### src/rtl/isa_pkg.sv
// Shared ISA definitions for the instruction fetch and decode stages.
//   ISIZE / MSIZE   : instruction word width / address and PC width
//   *_HI / *_LO     : bit positions of the rd, rs, rt and funct fields
//   funct_e         : FPU operation selected by the funct field
//   fetch_state_e   : fetch controller states
//   word_align()    : clears the byte-offset bits of an address
package isa_pkg;

    localparam int unsigned ISIZE = 17;
    localparam int unsigned MSIZE = 32;

    localparam int unsigned RD_HI    = 16;
    localparam int unsigned RD_LO    = 12;
    localparam int unsigned RS_HI    = 11;
    localparam int unsigned RS_LO    = 7;
    localparam int unsigned RT_HI    = 6;
    localparam int unsigned RT_LO    = 2;
    localparam int unsigned FUNCT_HI = 1;
    localparam int unsigned FUNCT_LO = 0;

    typedef enum logic [1:0] {
        FADD = 2'd0,
        FSUB = 2'd1,
        FMUL = 2'd2,
        FDIV = 2'd3
    } funct_e;

    typedef enum logic [1:0] {
        IDLE,
        FETCH,
        HALT
    } fetch_state_e;

    function automatic logic [MSIZE-1:0] word_align(input logic [MSIZE-1:0] addr);
        return addr & ~MSIZE'(3);
    endfunction

endpackage

### src/rtl/ifetch_unit_if.sv
// Fetch-to-decode handshake bundle.
//   out_valid  : fetched instruction available (fetch -> decode)
//   out_ready  : decode accepts this cycle (decode -> fetch)
//   out_inst   : raw instruction word
//   out_pc     : address the word was fetched from
//   out_rd/rs/rt/out_funct : pre-split instruction fields
// Modports: master = fetch side, slave = decode side.
interface ifetch_unit_if;
    import isa_pkg::*;

    logic             out_valid;
    logic             out_ready;
    logic [ISIZE-1:0] out_inst;
    logic [MSIZE-1:0] out_pc;
    logic [4:0]       out_rd;
    logic [4:0]       out_rs;
    logic [4:0]       out_rt;
    logic [1:0]       out_funct;

    modport master (
        output out_valid, out_inst, out_pc, out_rd, out_rs, out_rt, out_funct,
        input  out_ready
    );

    modport slave (
        input  out_valid, out_inst, out_pc, out_rd, out_rs, out_rt, out_funct,
        output out_ready
    );

endinterface

### src/rtl/inst_field_split.sv
// Combinational split of an instruction word into its register and funct fields.
//   inst  : ISIZE-bit instruction word
//   rd    : inst[16:12]
//   rs    : inst[11:7]
//   rt    : inst[6:2]
//   funct : inst[1:0] as funct_e
module inst_field_split
    import isa_pkg::*;
(
    input  logic [ISIZE-1:0] inst,
    output logic [4:0]       rd,
    output logic [4:0]       rs,
    output logic [4:0]       rt,
    output funct_e           funct
);

    always_comb begin
        rd    = inst[RD_HI:RD_LO];
        rs    = inst[RS_HI:RS_LO];
        rt    = inst[RT_HI:RT_LO];
        funct = funct_e'(inst[FUNCT_HI:FUNCT_LO]);
    end

endmodule

### src/rtl/ifetch_unit.sv
// Instruction fetch stage: owns the PC, reads the instruction memory and
// presents each fetched word to decode over a valid/ready handshake.
//   clk, rst       : clock, asynchronous active-high reset
//   start          : begin fetching at START_ADDR (honoured in IDLE/HALT)
//   IP             : instruction pointer to memory (equals pc)
//   Inst           : instruction word from memory, combinational in IP
//   redirect_valid : load redirect_addr (word aligned) and flush the output
//   redirect_addr  : new PC
//   dec            : fetch-to-decode handshake (master side)
//   halted         : high while in HALT
//   fetch_count    : delivered instructions, saturating at 0xFFFF
module ifetch_unit #(
    parameter int unsigned ISIZE      = isa_pkg::ISIZE,
    parameter int unsigned MSIZE      = isa_pkg::MSIZE,
    parameter int unsigned START_ADDR = 4,
    parameter int unsigned LAST_ADDR  = 1020,
    parameter int unsigned STEP       = 4
) (
    input  logic             clk,
    input  logic             rst,
    input  logic             start,
    output logic [MSIZE-1:0] IP,
    input  logic [ISIZE-1:0] Inst,
    input  logic             redirect_valid,
    input  logic [MSIZE-1:0] redirect_addr,
    ifetch_unit_if.master    dec,
    output logic             halted,
    output logic [15:0]      fetch_count
);
    import isa_pkg::*;

    fetch_state_e     state;
    logic [MSIZE-1:0] pc;
    logic             valid_q;
    logic [ISIZE-1:0] inst_q;
    logic [MSIZE-1:0] pc_q;
    logic [4:0]       rd_q;
    logic [4:0]       rs_q;
    logic [4:0]       rt_q;
    logic [1:0]       funct_q;
    logic             halted_q;
    logic [15:0]      count_q;

    logic [4:0]       rd_w;
    logic [4:0]       rs_w;
    logic [4:0]       rt_w;
    funct_e           funct_w;

    logic             free;
    logic             handshake;
    logic             redir;

    inst_field_split u_split (
        .inst  (Inst),
        .rd    (rd_w),
        .rs    (rs_w),
        .rt    (rt_w),
        .funct (funct_w)
    );

    always_comb begin
        free      = !valid_q || dec.out_ready;
        handshake = valid_q && dec.out_ready;
        // Redirect is ignored before the first start.
        redir     = redirect_valid && (state != IDLE);
    end

    always_ff @(posedge clk or posedge rst) begin
        if (rst) begin
            state    <= IDLE;
            pc       <= MSIZE'(START_ADDR);
            valid_q  <= 1'b0;
            inst_q   <= '0;
            pc_q     <= '0;
            rd_q     <= '0;
            rs_q     <= '0;
            rt_q     <= '0;
            funct_q  <= '0;
            halted_q <= 1'b0;
            count_q  <= '0;
        end else begin
            // A word flushed by a redirect is never counted as delivered.
            if (handshake && !redir && count_q != '1)
                count_q <= count_q + 16'd1;

            if (redir) begin
                pc       <= word_align(redirect_addr);
                valid_q  <= 1'b0;
                state    <= FETCH;
                halted_q <= 1'b0;
            end else begin
                case (state)
                    IDLE: begin
                        if (handshake)
                            valid_q <= 1'b0;
                        if (start) begin
                            state <= FETCH;
                            pc    <= MSIZE'(START_ADDR);
                        end
                    end
                    HALT: begin
                        if (handshake)
                            valid_q <= 1'b0;
                        if (start) begin
                            state    <= FETCH;
                            pc       <= MSIZE'(START_ADDR);
                            count_q  <= '0;
                            halted_q <= 1'b0;
                        end
                    end
                    FETCH: begin
                        if (free) begin
                            // Past the last address or a zero halt marker:
                            // stop with the PC parked, nothing captured.
                            if (pc > MSIZE'(LAST_ADDR) || Inst == '0) begin
                                valid_q  <= 1'b0;
                                state    <= HALT;
                                halted_q <= 1'b1;
                            end else begin
                                valid_q <= 1'b1;
                                inst_q  <= Inst;
                                pc_q    <= pc;
                                rd_q    <= rd_w;
                                rs_q    <= rs_w;
                                rt_q    <= rt_w;
                                funct_q <= funct_w;
                                pc      <= pc + MSIZE'(STEP);
                            end
                        end
                    end
                    default: state <= IDLE;
                endcase
            end
        end
    end

    assign IP            = pc;
    assign halted        = halted_q;
    assign fetch_count   = count_q;
    assign dec.out_valid = valid_q;
    assign dec.out_inst  = inst_q;
    assign dec.out_pc    = pc_q;
    assign dec.out_rd    = rd_q;
    assign dec.out_rs    = rs_q;
    assign dec.out_rt    = rt_q;
    assign dec.out_funct = funct_q;

endmodule

### src/flat_wrapper.sv
// flat-port wrapper written by rule: the top's interface ports become plain ports
module ifetch_unit_flat import isa_pkg::*;
#(
    parameter int unsigned ISIZE      = isa_pkg::ISIZE,
    parameter int unsigned MSIZE      = isa_pkg::MSIZE,
    parameter int unsigned START_ADDR = 4,
    parameter int unsigned LAST_ADDR  = 1020,
    parameter int unsigned STEP       = 4
)
  (clk, rst, start, IP, Inst, redirect_valid, redirect_addr, halted, fetch_count, dec_out_valid, dec_out_inst, dec_out_pc, dec_out_rd, dec_out_rs, dec_out_rt, dec_out_funct, dec_out_ready);
  ifetch_unit_if dec_i ();
  input  logic clk;
  input  logic rst;
  input  logic start;
  output logic [MSIZE-1:0] IP;
  input  logic [ISIZE-1:0] Inst;
  input  logic redirect_valid;
  input  logic [MSIZE-1:0] redirect_addr;
  output logic halted;
  output logic [15:0] fetch_count;
  output wire logic [$bits(dec_i.out_valid)-1:0] dec_out_valid;
  output wire logic [$bits(dec_i.out_inst)-1:0] dec_out_inst;
  output wire logic [$bits(dec_i.out_pc)-1:0] dec_out_pc;
  output wire logic [$bits(dec_i.out_rd)-1:0] dec_out_rd;
  output wire logic [$bits(dec_i.out_rs)-1:0] dec_out_rs;
  output wire logic [$bits(dec_i.out_rt)-1:0] dec_out_rt;
  output wire logic [$bits(dec_i.out_funct)-1:0] dec_out_funct;
  input wire logic [$bits(dec_i.out_ready)-1:0] dec_out_ready;
  assign dec_out_valid = dec_i.out_valid;
  assign dec_out_inst = dec_i.out_inst;
  assign dec_out_pc = dec_i.out_pc;
  assign dec_out_rd = dec_i.out_rd;
  assign dec_out_rs = dec_i.out_rs;
  assign dec_out_rt = dec_i.out_rt;
  assign dec_out_funct = dec_i.out_funct;
  assign dec_i.out_ready = dec_out_ready;
  ifetch_unit #(.ISIZE(ISIZE), .MSIZE(MSIZE), .START_ADDR(START_ADDR), .LAST_ADDR(LAST_ADDR), .STEP(STEP)) u_core (.clk(clk), .rst(rst), .start(start), .IP(IP), .Inst(Inst), .redirect_valid(redirect_valid), .redirect_addr(redirect_addr), .dec(dec_i), .halted(halted), .fetch_count(fetch_count));
endmodule
### config.mk
export PLATFORM = sky130hd
export DESIGN_NAME = ifetch_unit_flat
export DESIGN_NICKNAME = d
export VERILOG_FILES = /design/src/rtl/isa_pkg.sv /design/src/rtl/ifetch_unit_if.sv /design/src/rtl/inst_field_split.sv /design/src/rtl/ifetch_unit.sv /design/src/flat_wrapper.sv
export SDC_FILE = /design/constraint.sdc
export NUM_CORES = 1
export LEC_CHECK = 0
export BUFFER_PORTS_ARGS = -buffer_cell sky130_fd_sc_hd__buf_2
export CAP_MARGIN = 0
export CORE_MARGIN = 1
export CORE_UTILIZATION = 35
export DETAILED_ROUTE_END_ITERATION = 10
export HOLD_SLACK_MARGIN = 0.1
export MAX_ROUTING_LAYER = met4
export SLEW_MARGIN = 20
export SYNTH_ARGS = -nofsm -noshare
export SYNTH_HDL_FRONTEND = slang
export SYNTH_HIERARCHICAL = 1
export SYNTH_SLANG_ARGS = --single-unit
### constraint.sdc
create_clock -name clk -period 7.2 [get_ports clk]
set_clock_uncertainty 0.15 [all_clocks]
set_input_delay 1.08 -clock clk [delete_from_list [all_inputs] [get_ports clk]]
set_output_delay 1.08 -clock clk [all_outputs]
set_load 0.05 [all_outputs]
==> out/metrics.cfg <==
[setup_path]
worstSetupEndpoint=u_core/IP[3]
cp_top_family=compound AO/OA/AOI/OAI gates
crit_start=Inst[3]
r2r_slack_ns=4.17
worstSetupPathDepth=7
path_class=input port to register
required_ns=7.34
cp-start-kind=input port
r2r_end=u_core/dec.out_rd[1]
cp_max_fo=21
slowest_delay_ns=0.72
crit_chain=buf_2 -> or4_1 -> nor3_1 -> a211oi_1 -> buf_4 -> o21ai_2 -> mux2_2
timing.rr.start=u_core/IP[13]
crit_slowest_cell=o21ai_2
worstRegToRegCells=6
end_kind=register
worstPathArrival_ns=3.39
critPathBufInv=2

[clocking]
clock_path_buffers=2
clk_pin_slew_ns=0.05
cts_resized=0
clock-root-buffer=clkbuf_16
cts_max_level=4
clock_sinks=114
cts_buffers=17
cts_hold_buf=0
cts_tree=yes
post-cts-setup-buffers=0
clkLatencyLatePin_ns=0.41

[detailed_routing]
vias=3698
drtIter0Drc=166
final_antenna_net_count=0
totalWireLength_um=11600
drc_errors=0
drtPass1Iterations=4
wl_per_cell_um=15.6
via_per_inst=4.96

[sta]
min_period_over_period_pct=45.1
setup_viol=0
timing.final.ws_setup_ns=3.95
slew_viol_final=0
grt_setup_unrepaired=no
fmax_mhz=308
slew_headroom_pct=30.9
tightest_slew_ns=1.04
hold_viol_final=0
finalCriticalPeriod_ns=3.25
setup_tns_ns=0

[run]
cap_violations=0

[power_and_ir_drop]
power.share.combinational_pct=21.5
pwr-share-clk_pct=42.5
cellPowerDensity_mw_per_mm2=328
p_int_mw=1.45
ir_drop_mv=0.244
power.switching_uw=683
total_power_mw=2.14
p_leak_nw=3.46
switching_share_pct=32.0
seqPwrFrac_pct=36.0

[layout]
layout-drive-gt1-share_pct=44.6
multiInputGateArea_sq_mm=0.00192
nFillCells=1302
regArea_sq_mm=0.00285
syn2layout_area_growth_pct=28.2
fin_nets=608
diodes=0
final_area_sq_mm=0.00652
post-route-util_pct=46.4

[synth]
yosysSeqAreaShare_pct=56.2
synth-edff-count=0
yosys.area.top_type=dfrtp_1
ys_types=42
synth_top_family_by_area=simple AND/OR/NAND/NOR gates
syn_inst=405
netlist.area_leader.share_pct=55.6
synth_ff_type=dfrtp_1
ys_warn_count=6
synthArstFlopShare_pct=100
synth_most_common_cell=dfrtp_1
synthTopCellsByArea=dfrtp_1 (56%), mux2_4 (11%), a22o_1 (4.0%)
synthMuxAreaShare_pct=12.8
synthTopCellsByCount=dfrtp_1 (113), mux2_4 (38), nor2b_1 (27), nor2_1 (26), a22o_1 (23)
synthSimpleGateAreaFrac_pct=14.0
synth-seq-cells=114
synthAdderAreaFrac_pct=0.492
synth-xor-area-share_pct=1.90
synth_compound_area_share_pct=8.05
syn_avg_cell_area_sq_um=12.5
syn-cell-area_sq_mm=0.00508

[placed_design]
hpwl_um=7870
place_congestion=0.824
place_area_sq_mm=0.00586
port_buffers=163
place_ws_ns=3.52

[floorplanning]
die_area_sq_mm=0.0150
io_pins=170
rows=43
die_w_um=123
die_h_um=123
start_util_pct=36.2
core_area_sq_mm=0.0140

[worst_hold_path]
hold_path.class=register to register

[global_routing]
grt_pass1_wl_um=18200
grt_max_degree=65
track_usage_pct=16.6
grt_pass1_vias=3506
grt_antenna_before_repair=0
grt_overflow_total=0

[outcome]
status=finished, final reports clean

registers in the layout, summed over array words and instances, names as in the netlist:
signal                cells
u_core/IP                30
u_core/dec.out_funct      2
u_core/dec.out_inst      17
u_core/dec.out_pc        30
u_core/dec.out_rd         5
u_core/dec.out_rs         5
u_core/dec.out_rt         5
u_core/dec.out_valid      1
u_core/fetch_count       16
u_core/halted             1
u_core/state              2
worst min path at each step:
stage,from,endpoint,cells after the start
final,u_core/dec.out_pc[18],u_core/dec.out_pc[18],1
after CTS,u_core/dec.out_pc[18],u_core/dec.out_pc[18],1
after global routing,u_core/dec.out_pc[30],u_core/dec.out_pc[30],1
after detailed placement,u_core/halted,u_core/halted,1
after global placement,u_core/dec.out_pc[12],u_core/dec.out_pc[12],1
after floorplan,u_core/state[1],u_core/dec.out_valid,3
power by group through the flow:
| stage | Combinational [mW] | Clock, mW | Sequential, mW |
|---|---|---|---|
| after detailed placement | 0.460 | 0 | 0.778 |
| after CTS | 0.461 | 0.932 | 0.769 |
| final | 0.459 | 0.909 | 0.769 |
| after global placement | 0.456 | 0 | 0.775 |
| after floorplan | 0.149 | 0 | 0.975 |
| after global routing | 0.486 | 0.963 | 0.779 |
placed cells by master (no fill, tap or decap), types with 5 or more instances in the layout:
master,instances
nand2_1,14
xnor2_1,11
nor2_1,25
nand4_1,8
nor4_1,15
dfrtp_1,113
a21oi_1,11
clkbuf_16,17
buf_2,163
mux2_2,5
nand3_1,7
and3_1,13
a22o_1,23
nor3_1,5
o22ai_1,7
nor2b_1,26
mux2_4,38
clkbuf_8,5
kinds of logic after synthesis:
family | after synthesis
other cells | 1
fa+ha+maj | 2
simple gates | 129
compound gates | 56
xor+xnor | 11
mux | 45
flops | 114
buf+inv | 47
per-layer routing:
| layer | share of wire [%] | vias to the layer above | track usage, % |
|---|---|---|---|
| met5 | 0 | - | - |
| met4 | 1.7 | 0 | 8.08 |
| met3 | 7.1 | 17 | 4.74 |
| met2 | 45 | 139 | 23.5 |
| met1 | 46 | 1832 | 21.7 |
| li1 | - | 1710 | - |
layout make-up:
cell class	instances	share of cell area (%)
inverters	5	0.326
multi-input cells	247	29.5
clock buffers	23	7.64
repair buffers	167	13.0
flip-flops and latches	114	43.8
well taps	180	3.46
clock inverters	9	2.30
stage by stage:
step | std cells | hold WS, ns
after floorplan | 408 | 0.492
after CTS | 745 | 0.345
after global placement | 713 | 0.331
after global routing | 745 | 0.365
final | 745 | 0.342
after detailed placement | 713 | 0.332
Power figures use the tool's default switching activity.
